**src/rtl/uart_mem_host_if.sv**
```systemverilog
// Request/response port of the UART memory host: valid/ready request in, one-cycle response strobe out.
interface uart_mem_host_if #(
    parameter int ADDR_WIDTH = 8,
    parameter int DATA_WIDTH = 4
);
    logic                  req_valid;
    logic                  req_ready;
    logic                  req_write;
    logic [ADDR_WIDTH-1:0] req_addr;
    logic [DATA_WIDTH-1:0] req_wdata;
    logic                  rsp_valid;
    logic [DATA_WIDTH-1:0] rsp_rdata;
    logic                  rsp_err;
    logic                  busy;

    modport master (
        output req_valid, req_write, req_addr, req_wdata,
        input  req_ready, rsp_valid, rsp_rdata, rsp_err, busy
    );

    modport slave (
        input  req_valid, req_write, req_addr, req_wdata,
        output req_ready, rsp_valid, rsp_rdata, rsp_err, busy
    );
endinterface

```
**src/rtl/uart_mem_host.sv**
```systemverilog
// Serialises read/write requests into UART frames on tx and collects the read reply from rx.
// One request in flight: req_ready only in IDLE; write completes 137 cycles after accept at defaults.
module uart_mem_host #(
    parameter int ADDR_WIDTH  = 8,
    parameter int DATA_WIDTH  = 4,
    parameter int BAUD_PERIOD = 4,
    parameter int GAP_BITS    = 2,
    parameter int TIMEOUT_CYC = 1024
) (
    input  logic            clk,
    input  logic            rst_l,
    uart_mem_host_if.slave  bus,
    output logic            tx,
    input  logic            rx
);
    if (DATA_WIDTH > ADDR_WIDTH) begin : g_dw_chk
        $fatal(1, "DATA_WIDTH must not exceed ADDR_WIDTH");
    end
    if (BAUD_PERIOD < 2) begin : g_bp_chk
        $fatal(1, "BAUD_PERIOD must be at least 2");
    end

    localparam int GAP_CYC = GAP_BITS * BAUD_PERIOD;
    localparam int CNT_MAX = (GAP_CYC > BAUD_PERIOD) ? GAP_CYC : BAUD_PERIOD;
    localparam int CW      = $clog2(CNT_MAX + 1);
    localparam int BW      = $clog2(ADDR_WIDTH + 2);
    localparam int TW      = $clog2(TIMEOUT_CYC + 1);
    localparam logic [CW-1:0] BAUD_LAST = CW'(BAUD_PERIOD - 1);
    localparam logic [CW-1:0] GAP_LAST  = CW'((GAP_CYC > 0) ? GAP_CYC - 1 : 0);
    localparam logic [CW-1:0] MID       = CW'(BAUD_PERIOD / 2);
    localparam logic [BW-1:0] STOP_IDX  = BW'(ADDR_WIDTH + 1);
    localparam logic [TW-1:0] TMO_LAST  = TW'(TIMEOUT_CYC - 1);

    typedef enum logic [3:0] {
        IDLE, SEND_CMD, GAP_A, SEND_ADDR, GAP_D, SEND_DATA, WAIT_RSP, RECV, DONE
    } state_t;

    state_t                state, state_n;
    logic [CW-1:0]         cnt, cnt_n;
    logic [BW-1:0]         bit_idx, bit_n;
    logic [TW-1:0]         tmo, tmo_n;
    logic [ADDR_WIDTH-1:0] tx_sh, tx_sh_n;
    logic [ADDR_WIDTH-1:0] rx_sh, rx_sh_n;
    logic [DATA_WIDTH-1:0] rdata_q, rdata_n;
    logic                  err_q, err_n;
    logic                  cap_write;
    logic [ADDR_WIDTH-1:0] cap_addr;
    logic [DATA_WIDTH-1:0] cap_wdata;
    logic                  rx_s1, rx_s2, rx_d;
    logic                  rx_fall;
    logic                  frame_end;

    assign rx_fall       = rx_d & ~rx_s2;
    assign bus.req_ready = (state == IDLE);
    assign bus.busy      = ~bus.req_ready;
    assign bus.rsp_valid = (state == DONE);
    assign bus.rsp_rdata = rdata_q;
    assign bus.rsp_err   = err_q;

    // tx is decoded from state so reset forces the line idle without waiting for a clock
    always_comb begin
        tx = 1'b1;
        if (state == SEND_CMD || state == SEND_ADDR || state == SEND_DATA) begin
            if (bit_idx == '0)
                tx = 1'b0;
            else if (bit_idx != STOP_IDX)
                tx = tx_sh[0];
        end
    end

    always_comb begin
        state_n   = state;
        cnt_n     = cnt;
        bit_n     = bit_idx;
        tmo_n     = tmo;
        tx_sh_n   = tx_sh;
        rx_sh_n   = rx_sh;
        rdata_n   = rdata_q;
        err_n     = err_q;
        frame_end = 1'b0;
        case (state)
            IDLE: begin
                if (bus.req_valid) begin
                    state_n = SEND_CMD;
                    cnt_n   = '0;
                    bit_n   = '0;
                    tx_sh_n = ADDR_WIDTH'(bus.req_write);
                end
            end
            SEND_CMD, SEND_ADDR, SEND_DATA: begin
                if (cnt == BAUD_LAST) begin
                    cnt_n = '0;
                    if (bit_idx == STOP_IDX) begin
                        frame_end = 1'b1;
                        bit_n     = '0;
                    end else begin
                        bit_n = bit_idx + BW'(1);
                        if (bit_idx != '0)
                            tx_sh_n = tx_sh >> 1;
                    end
                end else begin
                    cnt_n = cnt + CW'(1);
                end
                if (frame_end) begin
                    if (state == SEND_CMD) begin
                        if (GAP_BITS == 0) begin
                            state_n = SEND_ADDR;
                            tx_sh_n = cap_addr;
                        end else begin
                            state_n = GAP_A;
                        end
                    end else if (state == SEND_ADDR && cap_write) begin
                        if (GAP_BITS == 0) begin
                            state_n = SEND_DATA;
                            tx_sh_n = ADDR_WIDTH'(cap_wdata);
                        end else begin
                            state_n = GAP_D;
                        end
                    end else if (state == SEND_ADDR) begin
                        state_n = WAIT_RSP;
                        tmo_n   = '0;
                    end else begin
                        state_n = DONE;
                        rdata_n = '0;
                        err_n   = 1'b0;
                    end
                end
            end
            GAP_A, GAP_D: begin
                if (cnt == GAP_LAST) begin
                    cnt_n = '0;
                    bit_n = '0;
                    if (state == GAP_A) begin
                        state_n = SEND_ADDR;
                        tx_sh_n = cap_addr;
                    end else begin
                        state_n = SEND_DATA;
                        tx_sh_n = ADDR_WIDTH'(cap_wdata);
                    end
                end else begin
                    cnt_n = cnt + CW'(1);
                end
            end
            WAIT_RSP: begin
                if (tmo != TMO_LAST)
                    tmo_n = tmo + TW'(1);
                // The edge-detect cycle is offset 0 of the start bit, so RECV begins at offset 1
                if (rx_fall) begin
                    state_n = RECV;
                    cnt_n   = CW'(1);
                    bit_n   = '0;
                end else if (tmo == TMO_LAST) begin
                    state_n = DONE;
                    rdata_n = '0;
                    err_n   = 1'b1;
                end
            end
            RECV: begin
                if (tmo != TMO_LAST)
                    tmo_n = tmo + TW'(1);
                if (cnt == BAUD_LAST) begin
                    cnt_n = '0;
                    bit_n = bit_idx + BW'(1);
                end else begin
                    cnt_n = cnt + CW'(1);
                end
                if (cnt == MID) begin
                    if (bit_idx == '0) begin
                        if (rx_s2)
                            state_n = WAIT_RSP;
                    end else if (bit_idx == STOP_IDX) begin
                        state_n = DONE;
                        err_n   = ~rx_s2;
                        rdata_n = rx_s2 ? rx_sh[DATA_WIDTH-1:0] : '0;
                    end else begin
                        rx_sh_n = {rx_s2, rx_sh[ADDR_WIDTH-1:1]};
                    end
                end
            end
            DONE:    state_n = IDLE;
            default: state_n = IDLE;
        endcase
    end

    always_ff @(posedge clk or negedge rst_l) begin
        if (!rst_l) begin
            state     <= IDLE;
            cnt       <= '0;
            bit_idx   <= '0;
            tmo       <= '0;
            tx_sh     <= '0;
            rx_sh     <= '0;
            rdata_q   <= '0;
            err_q     <= 1'b0;
            cap_write <= 1'b0;
            cap_addr  <= '0;
            cap_wdata <= '0;
            rx_s1     <= 1'b1;
            rx_s2     <= 1'b1;
            rx_d      <= 1'b1;
        end else begin
            state   <= state_n;
            cnt     <= cnt_n;
            bit_idx <= bit_n;
            tmo     <= tmo_n;
            tx_sh   <= tx_sh_n;
            rx_sh   <= rx_sh_n;
            rdata_q <= rdata_n;
            err_q   <= err_n;
            rx_s1   <= rx;
            rx_s2   <= rx_s1;
            rx_d    <= rx_s2;
            if (state == IDLE && bus.req_valid) begin
                cap_write <= bus.req_write;
                cap_addr  <= bus.req_addr;
                cap_wdata <= bus.req_wdata;
            end
        end
    end
endmodule
```
**src/flat_wrapper.sv**
```systemverilog
// flat-port wrapper written by rule: the top's interface ports become plain ports
module uart_mem_host_flat 
#(
    parameter int ADDR_WIDTH  = 8,
    parameter int DATA_WIDTH  = 4,
    parameter int BAUD_PERIOD = 4,
    parameter int GAP_BITS    = 2,
    parameter int TIMEOUT_CYC = 1024
)
  (clk, rst_l, tx, rx, bus_req_valid, bus_req_write, bus_req_addr, bus_req_wdata, bus_req_ready, bus_rsp_valid, bus_rsp_rdata, bus_rsp_err, bus_busy);
  uart_mem_host_if #(.ADDR_WIDTH(ADDR_WIDTH), .DATA_WIDTH(DATA_WIDTH)) bus_i ();
  input  logic clk;
  input  logic rst_l;
  output logic tx;
  input  logic rx;
  input wire logic [$bits(bus_i.req_valid)-1:0] bus_req_valid;
  input wire logic [$bits(bus_i.req_write)-1:0] bus_req_write;
  input wire logic [$bits(bus_i.req_addr)-1:0] bus_req_addr;
  input wire logic [$bits(bus_i.req_wdata)-1:0] bus_req_wdata;
  output wire logic [$bits(bus_i.req_ready)-1:0] bus_req_ready;
  output wire logic [$bits(bus_i.rsp_valid)-1:0] bus_rsp_valid;
  output wire logic [$bits(bus_i.rsp_rdata)-1:0] bus_rsp_rdata;
  output wire logic [$bits(bus_i.rsp_err)-1:0] bus_rsp_err;
  output wire logic [$bits(bus_i.busy)-1:0] bus_busy;
  assign bus_i.req_valid = bus_req_valid;
  assign bus_i.req_write = bus_req_write;
  assign bus_i.req_addr = bus_req_addr;
  assign bus_i.req_wdata = bus_req_wdata;
  assign bus_req_ready = bus_i.req_ready;
  assign bus_rsp_valid = bus_i.rsp_valid;
  assign bus_rsp_rdata = bus_i.rsp_rdata;
  assign bus_rsp_err = bus_i.rsp_err;
  assign bus_busy = bus_i.busy;
  uart_mem_host #(.ADDR_WIDTH(ADDR_WIDTH), .DATA_WIDTH(DATA_WIDTH), .BAUD_PERIOD(BAUD_PERIOD), .GAP_BITS(GAP_BITS), .TIMEOUT_CYC(TIMEOUT_CYC)) u_core (.clk(clk), .rst_l(rst_l), .bus(bus_i), .tx(tx), .rx(rx));
endmodule
```
**config.mk**
```make
export PLATFORM = sky130hd
export DESIGN_NAME = uart_mem_host_flat
export DESIGN_NICKNAME = d
export VERILOG_FILES = /design/src/rtl/uart_mem_host_if.sv /design/src/rtl/uart_mem_host.sv /design/src/flat_wrapper.sv
export SDC_FILE = /design/constraint.sdc
export NUM_CORES = 1
export LEC_CHECK = 0
export CORE_MARGIN = 8
export CORE_UTILIZATION = 58
export CTS_CLUSTER_SIZE = 40
export DETAILED_ROUTE_END_ITERATION = 6
export GPL_TIMING_DRIVEN = 0
export PLACE_DENSITY = 0.88
export SYNTH_ARGS = -nofsm -noshare
export SYNTH_HDL_FRONTEND = slang
export SYNTH_SLANG_ARGS = --single-unit
```
**constraint.sdc**
```tcl
create_clock -name clk -period 2.4 [get_ports clk]
set_clock_uncertainty 0.15 [all_clocks]
set_input_delay 0.48 -clock clk [delete_from_list [all_inputs] [get_ports clk]]
set_output_delay 0.48 -clock clk [all_outputs]
set_load 0.005 [all_outputs]
```
==> impl_summary.md <==
Timing
The number of pins exceeding their max-slew limit in the final report is 0. For the pin with the worst max-slew slack, the measured transition is about 0.74 ns. The minimum clock period after layout is 2.30 ns. The final hold slack is around 0.04 ns. Derived from the worst setup path, the maximum achievable clock frequency is between 0.4 and 0.5 GHz. The final hold violation count is 0. Setup repair after global routing left no endpoint under its margin. Setup violations remaining at the end of the flow were counted as 0. The worst slew slack as a fraction of its limit is 0.509. The final critical-path share of the clock period is 0.957.

Setup path
The maximum net fanout on the critical path is 7. The nature of the critical path endpoint is an output port. STA puts the critical path data required time at approximately 1.8 ns. STA puts the critical path data arrival time at 1.67 ns. The worst setup path is of the reg2out kind.

For flop-to-flop paths, the worst setup slack is 0.12 ns. The startpoint identified for the worst register-to-register timing path is u_core.tmo[0]. The capturing point of the worst reg2reg path is u_core.bus.rsp_err. Measured in cells, the most critical reg-to-reg path has a length of 7. Traced cell by cell, the critical path runs through buf_6, inv_4, nand3_4, inv_2, clkdlybuf4s50_1. The largest single stage delay on the critical path is approximately 0.5 ns.

The cell type of the slowest stage on the worst timing path is clkdlybuf4s50_1. The kind of launch point of the worst setup path is a flip-flop.

Final layout
The area growth from synthesis to final layout is 21.8%. The repair_antennas step left the layout with diodes totalling 0. In the final layout, the multi-input gates occupy roughly 1600 um2. After routing the design area is 3840 um2.

The sequential cells in the finished layout cover a total of between 1500 and 2000 um2. The number of fill cells in the layout is between 300 and 400. The final net count is 360.

The finished layout holds just over 400 standard cells, fillers aside. The fraction of final layout cells with drive strength greater than 1 is 0.292.

Global routing
In the global route stage, overall resource usage came out at 0.180. The wire length of the first global-routing pass is around 12,000 um. Entering global routing, the biggest net connects 34 pins.

The global route total overflow is 0. The initial antenna violation count is 0. The via count of the first global-routing pass is roughly 2,500.

Yosys
Of the post-synthesis cell area, the dominant cell type holds 0.452. For this run, the register share of the synthesized area comes to 0.477. After synthesis, the most frequently instantiated cells are 57 x dfrtp_1, 30 x nand2_1, 24 x mux2_2. The most common cell in the synthesized netlist is dfrtp_1.

Counting every net in the synthesized netlist gives between 300 and 400. Counting flops with an async set or reset pin after synthesis yields a share of 1.00. Synthesis inferred 60 register bits. The count of different cell masters after synthesis is 60. The most frequently used flop master after synthesis is dfrtp_1. The cell taking the most area after synthesis is dfrtp_1.

Ranked by total cell area, the synthesized netlist is headed by dfrtp_1 45%, mux2_2 8.6%, nand2_1 3.6%, a21oi_1 3.0%, o21ai_0 2.9%. For this run, the number of Yosys warnings is 0. The average instance in the mapped netlist occupies 10.7 um2. The mapped netlist covers around 3200 um2.

The number of flops mapped to enable cells by yosys is 0. The post-synthesis cell count is ~290.

Die
The floorplan step defined a core boundary enclosing 5370 um2. The floorplan step defined a die boundary enclosing slightly above 8000 um2. In this run the count of I/O pins placed on the die edge is 26. The initial utilization of the core area, before any placement, comes to 0.588.

The x dimension of the die is about 90 um. The die extent in y is ~90 um. The number of rows created at floorplan is 27.

Placement
The final weighted congestion of routability-driven global placement is between 0.9 and 1. During placement, the flow inserted port buffers numbering 25. The placed wire-length estimate is 4980 um. After detailed placement, the design holds a cell count of 392. The placed instances occupy a cell area of 3510 um2.

Power
Across the VDD grid, the largest voltage drop is 672 uV. The static leakage is approximately 1.7 nW. Total power for the finished layout comes to slightly below 5 mW. In this run the power density over the cells is 1290 nW/um2.

Detailed routing
The total DRC errors in the routed layout is 0. Dividing the detail-routed wire length by the instance count gives 17.3 um. Dividing the detail-routed via count by the number of cells gives just over 6.

The first TritonRoute pass finished after 5 iterations. The aggregate routed wire length is 7170 um. The DRC marker count from the first detailed-route iteration is about 170. The routed via count is about 2,500. The count of antenna-violating nets left after detailed routing is 0.

Clock network
CTS built an H-tree with a depth of 3. The longest clock path from root to sink contains 2 buffers. Clock-pin slew was measured on the worst setup and hold paths at roughly 0.070 ns. The total clock buffers created by CTS is 9.

The number of hold buffers added after CTS was 0. The tree is rooted in a clkbuf_8. The later pin in the worst-skew pair is clocked with a latency of 0.34 ns. TritonCTS built the clock tree. The total number of clock tree sinks is 60.

Flow run
Max-cap violations in this run came to 0.

Status
The run finished with clean final reports.

Worst hold path
The worst hold path belongs to the class in2async.
-- repair_timing --
action,in CTS,in global routing
pin swaps,0,3
gates resized for setup,14,14
setup endpoints to repair,3,8
setup buffers,0,6
-- worst max-delay path: cells and delay by family (launching register included) --
kind | cells | cell delay, ns
buffers and inverters | 4 | 0.84
AND/OR/NAND/NOR | 1 | 0.10
flip-flops | 1 | 0.37
-- area by class of cell --
| class | count | share of cell area |
|---|---|---|
| flip-flops and latches | 60 | 0.392 |
| multi-input cells | 208 | 0.413 |
| well taps | 72 | 0.0234 |
| clock buffers | 10 | 0.0358 |
| inverters | 15 | 0.0159 |
| clock inverters | 6 | 0.0166 |
| plain buffers | 11 | 0.0225 |
| repair buffers | 32 | 0.0804 |
-- report_power, final --
part	internal, mW	total [mW]	leakage, nW	switching (mW)
sequential	1.32	1.57	0.765	0.250
clock	0.505	0.913	0.0983	0.408
combinational	1.14	2.47	0.788	1.33
total	2.96	4.95	1.65	1.99
-- state kept, by name, summed over array words and instances, names as in the netlist, 4 cells and up --
signal and cells:
u_core.tmo 11, u_core.state 4, u_core.cnt 4, u_core.bit_idx 4, u_core.cap_wdata 4, u_core.bus.rsp_rdata 4
u_core.rx_sh 8, u_core.tx_sh 8, u_core.cap_addr 8
-- routing by layer --
| layer | global-route usage | part of all wire | vias to the layer above |
|---|---|---|---|
| met3 | 0.0490 | 0.047 | 19 |
| met5 | 0 | 0 | - |
| li1 | - | - | 1158 |
| met1 | 0.216 | 0.42 | 1263 |
| met4 | 0.0832 | 0.022 | 0 |
| met2 | 0.292 | 0.51 | 76 |
-- per-stage QoR --
stage,setup slack (ns),TNS (ns),util
2_1_floorplan,0.332,0,-
3_3_place_gp,-1.13,-66.10,0.651
3_5_place_dp,-0.195,-0.195,0.654
4_1_cts,-0.0358,-0.0695,0.698
5_1_grt,0.00316,0,0.716
6_report,0.102,0,0.716
-- logic make-up after synthesis --
kind of cell,count (synthesis),share of synthesized area
multiplexers,30,0.106
AO/OA/AOI/OAI,83,0.187
buffers and inverters,26,0.0428
XOR/XNOR,2,0.00555
flip-flops,60,0.477
AND/OR/NAND/NOR,87,0.158
adder cells (fa/ha/maj),6,0.0238
-- cells in the final DEF (no fill, tap or decap), types with 9 or more instances in the layout --
master           instances
clkbuf_8                10
a31oi_1                  9
mux2_2                  24
dfrtp_1                 54
inv_1                    9
a21oi_1                 18
clkdlybuf4s50_1         22
nand3_1                  9
nor2_1                  17
nand2_1                 30
o21ai_0                 17
-- worst max path at each step --
stage | startpoint | slack (ns) | to
4_1_cts | u_core.state[3] | -0.04 | bus_req_ready
3_5_place_dp | u_core.state[3] | -0.19 | tx
5_1_grt | u_core.bit_idx[1] | 0.003 | tx
2_1_floorplan | u_core.tmo[0] | 0.33 | u_core.bus.rsp_err
3_3_place_gp | rst_l | -1.13 | u_core.cap_addr[2]
6_report | u_core.state[0] | 0.10 | bus_req_ready
(Power assumes the default switching activity.)
